File: src/rtl/uart_tx.sv
// UART transmitter: 8N1 frames with a one-byte holding register in front of the shifter.
// Defining UART_TX_PARITY_EN inserts an even-parity bit between the data bits and the stop bit.
module uart_tx #(
  parameter int CLK_FREQ  = 50_000_000,
  parameter int BAUD_RATE = 115200,
  parameter int DIV_NUM   = CLK_FREQ / BAUD_RATE
) (
  input  logic       iCLK,
  input  logic       RST_n,
  input  logic [7:0] txd,
  input  logic       TX_START,
  output logic       TX_READY,
  output logic       TX_BUSY,
  output logic       tx,
  output logic       TX_END,
  output logic [2:0] dbg_state
);

  typedef enum logic [2:0] {
    IDLE   = 3'd0,
    START  = 3'd1,
    DATA   = 3'd2,
    STOP   = 3'd4
`ifdef UART_TX_PARITY_EN
    , PARITY = 3'd3
`endif
  } state_t;

  localparam logic [8:0] CNT_MAX = 9'(DIV_NUM - 1);

  state_t     state_q, state_d;
  logic [8:0] cnt_q, cnt_d;
  logic [2:0] idx_q, idx_d;
  logic [7:0] shift_q, shift_d;
  logic [7:0] hold_data_q, hold_data_d;
  logic       hold_full_q, hold_full_d;
  logic       tx_q, tx_d;
  logic       tx_end_q, tx_end_d;
  logic       bit_end;
  logic [2:0] idx_inc;

  assign bit_end = (cnt_q == CNT_MAX);
  assign idx_inc = idx_q + 3'd1;

  always_comb begin
    state_d     = state_q;
    cnt_d       = cnt_q;
    idx_d       = idx_q;
    shift_d     = shift_q;
    hold_data_d = hold_data_q;
    hold_full_d = hold_full_q;
    tx_d        = tx_q;
    tx_end_d    = 1'b0;

    if (state_q != IDLE) begin
      cnt_d = bit_end ? 9'd0 : cnt_q + 9'd1;
    end

    case (state_q)
      IDLE: begin
        tx_d = 1'b1;
        if (hold_full_q) begin
          shift_d     = hold_data_q;
          hold_full_d = 1'b0;
          state_d     = START;
          tx_d        = 1'b0;
          cnt_d       = 9'd0;
        end
      end
      START: begin
        if (bit_end) begin
          state_d = DATA;
          idx_d   = 3'd0;
          tx_d    = shift_q[0];
        end
      end
      DATA: begin
        if (bit_end) begin
          if (idx_q == 3'd7) begin
`ifdef UART_TX_PARITY_EN
            state_d = PARITY;
            tx_d    = ^shift_q;
`else
            state_d = STOP;
            tx_d    = 1'b1;
`endif
          end else begin
            idx_d = idx_inc;
            tx_d  = shift_q[idx_inc];
          end
        end
      end
`ifdef UART_TX_PARITY_EN
      PARITY: begin
        if (bit_end) begin
          state_d = STOP;
          tx_d    = 1'b1;
        end
      end
`endif
      STOP: begin
        if (bit_end) begin
          tx_end_d = 1'b1;
          // A waiting byte starts its frame on the very edge the stop bit ends.
          if (hold_full_q) begin
            shift_d     = hold_data_q;
            hold_full_d = 1'b0;
            state_d     = START;
            tx_d        = 1'b0;
          end else begin
            state_d = IDLE;
            tx_d    = 1'b1;
          end
        end
      end
      default: begin
        state_d = IDLE;
        tx_d    = 1'b1;
      end
    endcase

    // Handshake: a byte transfers on any rising edge where TX_START (valid) and
    // TX_READY (ready) are both 1; the source holds txd/TX_START until then.
    // Acceptance needs an empty register, so it never collides with a transfer out.
    if (TX_START && !hold_full_q) begin
      hold_data_d = txd;
      hold_full_d = 1'b1;
    end
  end

  always_ff @(posedge iCLK or negedge RST_n) begin
    if (!RST_n) begin
      state_q     <= IDLE;
      cnt_q       <= 9'd0;
      idx_q       <= 3'd0;
      shift_q     <= 8'd0;
      hold_data_q <= 8'd0;
      hold_full_q <= 1'b0;
      tx_q        <= 1'b1;
      tx_end_q    <= 1'b0;
    end else begin
      state_q     <= state_d;
      cnt_q       <= cnt_d;
      idx_q       <= idx_d;
      shift_q     <= shift_d;
      hold_data_q <= hold_data_d;
      hold_full_q <= hold_full_d;
      tx_q        <= tx_d;
      tx_end_q    <= tx_end_d;
    end
  end

  assign TX_READY  = !hold_full_q;
  assign TX_BUSY   = (state_q != IDLE) | hold_full_q;
  assign tx        = tx_q;
  assign TX_END    = tx_end_q;
  assign dbg_state = state_q;

endmodule
File: config.mk
export PLATFORM = sky130hd
export DESIGN_NAME = uart_tx
export DESIGN_NICKNAME = d
export VERILOG_FILES = /design/src/rtl/uart_tx.sv
export SDC_FILE = /design/constraint.sdc
export NUM_CORES = 1
export LEC_CHECK = 0
export ABC_AREA = 1
export CAP_MARGIN = 20
export CELL_PAD_IN_SITES_DETAIL_PLACEMENT = 1
export CELL_PAD_IN_SITES_GLOBAL_PLACEMENT = 1
export CORE_MARGIN = 3
export CORE_UTILIZATION = 45
export DETAILED_ROUTE_END_ITERATION = 8
export PLACE_DENSITY_LB_ADDON = 0.1
export SYNTH_ARGS = -nofsm -noshare
export SYNTH_HDL_FRONTEND = slang
export SYNTH_SLANG_ARGS = --single-unit
File: constraint.sdc
create_clock -name iCLK -period 2.15 [get_ports iCLK]
set_input_delay 0.43 -clock iCLK [delete_from_list [all_inputs] [get_ports iCLK]]
set_output_delay 0.43 -clock iCLK [all_outputs]
set_load 0.03 [all_outputs]
==> results of run 1 <==
## state kept, by name, indices dropped and copies added (netlist names)
name / flops
cnt_q: 9
hold_data_q: 8
shift_q: 8
dbg_state: 3
idx_q: 3
TX_END: 1
hold_full_q: 1
tx: 1
## worst max-delay path, cell delays in order (launching register included)
cell and delay, ns:
dfrtp_1 0.43, inv_1 0.16, clkdlybuf4s50_1 0.71
## cells in the final DEF (no fill, tap or decap), types with 2 or more instances in the layout
| cell | instances |
|---|---|
| a21oi_1 | 11 |
| xor2_1 | 4 |
| clkdlybuf4s50_1 | 16 |
| inv_2 | 2 |
| clkbuf_8 | 5 |
| o21ai_1 | 2 |
| o21ai_0 | 8 |
| ha_1 | 4 |
| o21ai_2 | 8 |
| bufinv_16 | 2 |
| nor3_2 | 2 |
| nand2_1 | 40 |
| dfrtp_1 | 33 |
| nand2_2 | 2 |
| nor2_1 | 15 |
| inv_1 | 25 |
| buf_4 | 3 |
| o22ai_1 | 4 |
| nand3_1 | 20 |
## area by class of cell
type,count,area share (%)
clock buffer,5,3.36
clock inverter,3,3.36
inverter,28,5.13
multi-input combinational,129,34.4
sequential,34,41.6
tap,46,2.81
timing repair buffer,20,9.35
## per-stage QoR
step | hold WS [ns] | instance area, um2 | power, mW
floorplan | 0.134 | 1680 | 1.90
global placement | 0.471 | 1910 | 2.18
detailed placement | 0.474 | 1910 | 2.27
CTS | 0.493 | 2050 | 3.01
global route | 0.520 | 2050 | 3.22
finish | 0.488 | 2050 | 2.97
## cells by family after synthesis
group | after synthesis
xor+xnor | 5
fa+ha+maj | 4
compound gates | 35
flops | 34
simple gates | 85
buf+inv | 30
## worst max path at each step
stage / endpoint / slack, ns
2_1_floorplan: TX_BUSY / 0.57
3_3_place_gp: TX_BUSY / 0.23
3_5_place_dp: TX_BUSY / 0.20
4_1_cts: TX_READY / 0.11
5_1_grt: TX_BUSY / 0.01
6_report: TX_READY / 0.12
## power groups by stage
stage               sequential [mW]  combinational (mW)  clock, mW
floorplan                      1.08               0.823          0
global placement               1.02                1.16          0
detailed placement             1.05                1.23          0
CTS                            1.03                1.24      0.736
global route                   1.06                1.39      0.769
finish                         1.03                1.21      0.721
## layer usage
layer  track usage, %  up-vias  wire, um
met3             6.24        9       143
met5                0        -         0
met1             26.4      650      1760
li1                 -      678         -
met4             9.11        0        78
met2             31.9       23      1770
==> results.tsv, run 1 <==
metric	value	unit
status	finished, final reports clean	
seq_area_frac_synth	50.8	%
drc	0	
fin_ws	0.123	ns
tns	0	ns
postCtsSetupBuffers	0	
synth_edf_count	0	
die_w	67.0	um
area.sequential	852	um2
grt_pass1_vias	1418	
synth_compound_area_share	12.9	%
pin_count	18	
synth_top_family_by_area	simple AND/OR/NAND/NOR gates	
peakVddDrop	609	uV
start_kind	flip-flop	
multi_input_area	703	um2
fillers	425	
min_to	shift_q[7]	
slew_headroom	68.8	%
clk_pin_slew	0.08	ns
final-max-slew-violation-count	0	
drt_iter0_markers	71	
synth_mux_area_share	0	%
ys_types	28	
portBuffers	17	
yosys-top-cells-count	nand2_1, dfrtp_1, inv_1	
grt_setup_unrepaired	false	
drt_first_pass_iters	4	
fin_worst_skew	0.00434	ns
diodes	0	
rr_endpoint	shift_q[6]	
grt_max_degree	35	
final_antenna_net_count	0	
dpl.hpwl	2690	um
rr_startpoint	cnt_q[1]	
synth-seq-cells	34	
hold_violations	0	
swShare	39.9	%
synth.area.top_cells	dfrtp_1, nand2_1, nand3_1	
synth_top_area_share	49.3	%
rows	21	
syn_nets	208	
setup_viol	0	
hp-start	shift_q[7]	
cts_buffers	5	
max_freq	493	MHz
cts.sinks	34	
yosysWarnings	0	
grt_use_total	20.6	%
dieHeight	67.0	um
power_frac_comb	40.9	%
pre_cts_ws	0.199	ns
synthArstFlopShare	100	%
gp_congestion	0.783	
utilization	59.0	%
internal-power	1.78	mW
tightest_slew	0.466	ns
clk_latency	0.29	ns
yosysTopAreaCell	dfrtp_1	
detail_route.vias_per_cell	5.13	
grt_pass1_wl	6800	um
start_util	48.3	%
overflow	0	
leakage	0.968	nW
fin_nets	233	
cts_tree	yes	
min_period	2.03	ns
area.growth.synth_to_final	22.1	%
power.switching	1.18	mW
rrSetupSlack	0.54	ns
end_kind	output pin	
power_density	1450	nW/um2
synth_ff_type	dfrtp_1	
seq_power_share	34.8	%
worstSetupPathType	reg2out	
ctsResizeCount	1	
cts_buffer_depth	2	
core	3470	um2
reg2reg_depth	9	
yosysMostFrequentCell	nand2_1	
dp_cells	257	
power_frac_clock	24.3	%
synthXorXnorAreaFrac	2.61	%
cp.arrival	1.60	ns
holdPathStages	2	
cp_max_fo	4	
dieArea	4490	um2
synth-simple-area-share	23.4	%
root_buffer	clkbuf_8	
wire_per_inst	14.2	um
ctsHoldBuffers	0	
instances_no_fill	265	
routed_wl	3750	um
avgSynthCellArea	8.69	um2
syn_inst	193	
htree_levels	2	
syn_area	1680	um2
period_share	94.3	%
startpoint	hold_full_q	
maxCapViolations	0	
layout-drive-gt1-share	13.7	%
antenna_found_initial	0	
synth_fa_ha_area_share	2.99	%
hold_path.class	reg2reg	
crit_required	1.72	ns
vias	1360	
No activity file was read; power rests on OpenSTA's default activity.
==> inputs of run 2 (changes only) <==
- CORE_MARGIN: 3 -> default
- PLACE_DENSITY: default -> 0.9
- PLACE_DENSITY_LB_ADDON: 0.1 -> default
==> run 2 against run 1 <==
Effect of this change:
- register-to-register slack lost 0.09 ns
- wire length grew 10%
- power shrank 8.0%
- largest cell class unchanged
- final cell count shrank 0.38%
- first-iteration DRC count shrank 24%
- worst hold slack gained 0.0070 ns
- sequential power is essentially flat
- utilization shrank 1.3 points
- critical path depth grew 3
- combinational power is essentially flat
==> results.tsv, run 2 (synthesized netlist as in run 1, its figures left out) <==
metric	value	unit	change
grt_pass1_vias	1560		+10%
instances_no_fill	264		-0.38%
cp.arrival	1.58	ns	-0.02 ns
area.growth.synth_to_final	18.4	%	
regMostFlops	cnt_q		
rrSetupSlack	0.45	ns	-0.09 ns
overflow	0		unchanged
pin_count	18		unchanged
diodes	0		unchanged
largest_register_ffs	9		unchanged
tns	0	ns	unchanged
power_density	1380	nW/um2	-5.1%
wire_per_inst	15.6	um	+11%
final_antenna_net_count	0		unchanged
grt_pass1_wl	7400	um	+8.9%
seq_power_share	38.1	%	+3.3 points
root_buffer	clkbuf_8		
cp_max_fo	5		+1
drt_iter0_markers	54		-24%
tightest_slew	0.530	ns	+0.0643 ns
holdPathStages	2		unchanged
setup_viol	0		unchanged
postCtsSetupBuffers	0		unchanged
rows	21		unchanged
start_kind	flip-flop		
worstSetupPathType	reg2out		
cts_buffers	5		unchanged
core	3440	um2	-0.76%
detail_route.vias_per_cell	5.24		+2.2%
met2_usage	42.5	%	+11 points
power_frac_clock	16.5	%	-7.8 points
grt_setup_unrepaired	false		
start_util	48.7	%	+0.37 points
min_to	shift_q[1]		
clk_pin_slew	0.07	ns	about the same
cts_buffer_depth	2		unchanged
slew_headroom	64.6	%	-4.3 points
dp_cells	257		unchanged
swShare	43.5	%	+3.6 points
layout-drive-gt1-share	12.4	%	-1.3 points
routed_wl	4130	um	+10%
drc	0		unchanged
cts.sinks	34		unchanged
internal-power	1.54	mW	-14%
antenna_found_initial	0		unchanged
portBuffers	17		unchanged
dieArea	3970	um2	-12%
grt_max_degree	35		unchanged
maxCapViolations	0		unchanged
rr_endpoint	shift_q[5]		
hp-start	shift_q[1]		
final_common_cell	nand2_1		
gp_congestion	0.829		+6.0%
reg2reg_depth	9		unchanged
die_w	63.0	um	-6.0%
vias	1384		+1.8%
hold_violations	0		unchanged
ctsHoldBuffers	0		unchanged
rr_startpoint	cnt_q[1]		
max_freq	497	MHz	+0.83%
reg_top3	cnt_q (9), hold_data_q (8), shift_q (8)		
htree_levels	2		unchanged
fin_nets	233		unchanged
dieHeight	63.0	um	-6.0%
status	finished, final reports clean		
leakage	0.938	nW	-3.1%
cts_tree	yes		
grt_use_total	25.0	%	+4.4 points
dpl.hpwl	2980	um	+11%
grt_util_met1	28.3	%	+1.9 points
crit_required	1.72	ns	about the same
power.switching	1.19	mW	+0.37%
power_frac_comb	45.4	%	+4.5 points
period_share	93.5	%	-0.77 points
met3_usage	7.85	%	+1.6 points
peakVddDrop	611	uV	+0.35%
fillers	407		-4.2%
end_kind	output pin		
drt_first_pass_iters	4		unchanged
fin_worst_skew	0.00799	ns	+0.00365 ns
final_cell_mix	nand2_1, dfrtp_1, inv_1		
hold_path.class	reg2reg		
clk_latency	0.29	ns	about the same
final-max-slew-violation-count	0		unchanged
grt-busiest-layer	met2		
min_period	2.01	ns	-0.0166 ns
[run 2: cell types whose count changed in the layout (fill, tap and decap cells not counted)]
| cell | before | now |
|---|---|---|
| bufinv_16 | 2 | 0 |
| clkinv_4 | 1 | 0 |
| clkbuf_1 | 0 | 2 |
[run 2: area by class of cell]
class                      instances  area (um2)  area share [%]
sequential                        34         852            42.9
multi-input combinational        129         703            35.4
timing repair buffer              20         191            9.64
inverter                          28         105            5.29
clock buffer                       7        76.3            3.84
tap                               46        57.6            2.90
[run 2: worst max path at each step]
stage | startpoint | slack (ns) | to
detailed placement | dbg_state[2] | 0.19 | TX_BUSY
global route | dbg_state[2] | 0.005 | TX_BUSY
global placement | dbg_state[2] | 0.24 | TX_BUSY
finish | dbg_state[2] | 0.14 | TX_BUSY
floorplan | dbg_state[1] | 0.57 | TX_BUSY
CTS | dbg_state[2] | 0.14 | TX_BUSY
[run 2: per-layer routing]
| metal | part of all wire, % | routed length, um |
|---|---|---|
| met5 | 0 | 0 |
| met4 | 2.7 | 112 |
| met3 | 3.4 | 141 |
| met2 | 52 | 2140 |
| met1 | 42 | 1740 |
[run 2: power groups by stage]
stage | clock, mW | sequential (mW) | combinational [mW]
4_1_cts | 0.456 | 1.04 | 1.26
3_3_place_gp | 0 | 1.03 | 1.15
3_5_place_dp | 0 | 1.05 | 1.25
6_report | 0.450 | 1.04 | 1.24
5_1_grt | 0.493 | 1.07 | 1.38
2_1_floorplan | 0 | 1.08 | 0.823
[run 2: what timing repair did]
action / CTS / global route
endpoints found under the setup margin: 1 / 0
endpoints found under the hold margin: 0 / 0
gates resized for setup: 1 / 0
[run 2: worst max-delay path, stage by stage, from the launching register on]
cell and delay, ns:
dfrtp_1 0.43, inv_1 0.12, nand2_1 0.20, inv_2 0.08, nand2_2 0.06, dlygate4sd2_1 0.39
[run 2: metrics by stage]
| stage | worst slack, ns | cell area, um2 | hold slack, ns | util [%] | total power [mW] |
|---|---|---|---|---|---|
| 4_1_cts | 0.137 | 1990 | 0.493 | 57.7 | 2.75 |
| 3_5_place_dp | 0.192 | 1910 | 0.477 | 55.5 | 2.30 |
| 6_report | 0.139 | 1990 | 0.495 | 57.7 | 2.73 |
| 3_3_place_gp | 0.238 | 1910 | 0.474 | 55.5 | 2.18 |
| 5_1_grt | 0.00523 | 1990 | 0.522 | 57.7 | 2.94 |
| 2_1_floorplan | 0.567 | 1680 | 0.134 | - | 1.90 |
==> inputs of run 3 (changes only) <==
- CELL_PAD_IN_SITES_DETAIL_PLACEMENT: 1 -> 0
- CTS_CLUSTER_DIAMETER: default -> 60
==> run 3 against run 2 <==
Effect of this change:
- via count shrank 3.3%
- final cell count grew 0.38%
- register-to-register slack gained 0.08 ns
- clock power grew 10%
- global-route usage shrank 6.0 points
- critical endpoint unchanged
==> results.tsv, run 3 (synthesized netlist as in run 1, its figures left out) <==
metric	value	unit	change
status	finished, final reports clean		
power_frac_clock	18.3	%	+1.8 points
grt_use_total	19.1	%	-6.0 points
maxCapViolations	0		unchanged
hold_path.class	reg2reg		
wire_per_inst	12.1	um	-22%
swShare	41.7	%	-1.8 points
drt_iter0_markers	103		+91%
leakage	0.946	nW	+0.95%
start_kind	flip-flop		
rrSetupSlack	0.53	ns	+0.08 ns
grt_pass1_wl	5830	um	-21%
max_freq	507	MHz	+1.9%
root_buffer	clkbuf_8		
cts_buffers	5		unchanged
power_density	1350	nW/um2	-2.0%
final_cell_mix	nand2_1, dfrtp_1, inv_1		
rr_endpoint	shift_q[2]		
internal-power	1.58	mW	+2.1%
layout-drive-gt1-share	13.7	%	+1.3 points
dieHeight	63.0	um	unchanged
cts.sinks	34		unchanged
dp_cells	257		unchanged
multi_input_area	703	um2	unchanged
portBuffers	17		unchanged
largest_register_ffs	9		unchanged
min_period	1.97	ns	-0.0384 ns
fin_area	2000	um2	+0.95%
vias	1338		-3.3%
final_antenna_net_count	0		unchanged
end_kind	output pin		
detail_route.vias_per_cell	5.05		-3.7%
crit_end	TX_BUSY		
regMostFlops	cnt_q		
reg_top3	cnt_q (9), hold_data_q (8), shift_q (8)		
gp_congestion	0.829		unchanged
seq_power_share	38.1	%	about the same
cts_tree	yes		
slew_headroom	65.5	%	+0.98 points
fin_nets	233		unchanged
dpl.hpwl	2360	um	-21%
dr.max_layer_used	met4		
utilization	58.2	%	+0.55 points
grt_pass1_vias	1292		-17%
overflow	0		unchanged
place_area	1910	um2	unchanged
clk_latency	0.29	ns	about the same
cp_max_fo	5		unchanged
clk_pin_slew	0.07	ns	about the same
diodes	0		unchanged
power	2.70	mW	-1.1%
fillers	326		-20%
rr_startpoint	cnt_q[1]		
antenna_found_initial	0		unchanged
hold_violations	0		unchanged
wl_met1	1510	um	-13%
area.growth.synth_to_final	19.6	%	
final-max-slew-violation-count	0		unchanged
grt_setup_unrepaired	false		
drc	0		unchanged
reg2reg_depth	9		unchanged
pin_count	18		unchanged
dieArea	3970	um2	unchanged
area.sequential	852	um2	unchanged
power.switching	1.13	mW	-5.2%
instances_no_fill	265		+0.38%
period_share	91.7	%	-1.8 points
wl_met3	125	um	-11%
tns	0	ns	unchanged
start_util	48.7	%	unchanged
htree_levels	2		unchanged
tightest_slew	0.516	ns	-0.0146 ns
ctsHoldBuffers	0		unchanged
wl_met2	1520	um	-29%
worstSetupPathType	reg2out		
setup_viol	0		unchanged
final_common_cell	nand2_1		
die_w	63.0	um	unchanged
crit_required	1.72	ns	about the same
cts_buffer_depth	2		unchanged
fin_worst_skew	0.00622	ns	-0.00177 ns
routed_wl	3220	um	-22%
startpoint	dbg_state[2]		
grt_max_degree	35		unchanged
drt_first_pass_iters	4		unchanged
rows	21		unchanged
core	3440	um2	unchanged
peakVddDrop	677	uV	+11%
cp.arrival	1.54	ns	-0.04 ns
power_frac_comb	43.6	%	-1.8 points
[run 3: how the worst min path moves through the flow]
stage               startpoint  slack (ns)         end  cells past startpoint
finish              shift_q[7]        0.49  shift_q[7]                      2
global route        shift_q[6]        0.53  shift_q[6]                      2
CTS                 shift_q[7]        0.50  shift_q[7]                      2
detailed placement  shift_q[7]        0.48  shift_q[7]                      2
global placement    shift_q[2]        0.47  shift_q[2]                      2
floorplan                RST_n        0.13      TX_END                      0
[run 3: layout make-up]
cell class / instances / share of cell area [%]
Clock inverter: 2 / 0.624
Clock buffer: 6 / 4.12
Inverter: 28 / 5.24
Tap cell: 46 / 2.87
Timing Repair Buffer: 20 / 9.55
Multi-Input combinational cell: 129 / 35.1
Sequential cell: 34 / 42.5
[run 3: per-stage QoR]
stage	worst slack, ns	hold WS, ns
finish	0.178	0.494
global route	0.0369	0.528
global placement	0.238	0.474
CTS	0.173	0.496
detailed placement	0.226	0.479
floorplan	0.567	0.134
[run 3: power groups by stage]
stage	sequential (mW)	combinational (mW)	clock (mW)
3_3_place_gp	1.03	1.15	0
3_5_place_dp	1.04	1.19	0
6_report	1.03	1.18	0.495
4_1_cts	1.03	1.19	0.508
2_1_floorplan	1.08	0.823	0
5_1_grt	1.06	1.34	0.538
[run 3: worst max-delay path: stages (launching register included)]
cell	delay [ns]
dfrtp_1	0.42
inv_1	0.12
nand2_1	0.18
inv_2	0.07
nand2_2	0.06
dlygate4sd2_1	0.39
[run 3: what timing repair did]
item / CTS / global route
setup buffers: 0 / 0
endpoints found under the setup margin: 1 / 0
resized for setup: 1 / 0
[run 3: per-layer routing]
layer / vias up / track usage [%]
li1: 670 / -
met1: 634 / 24.4
met2: 26 / 29.7
met3: 8 / 5.66
met4: 0 / 8.14
met5: - / 0
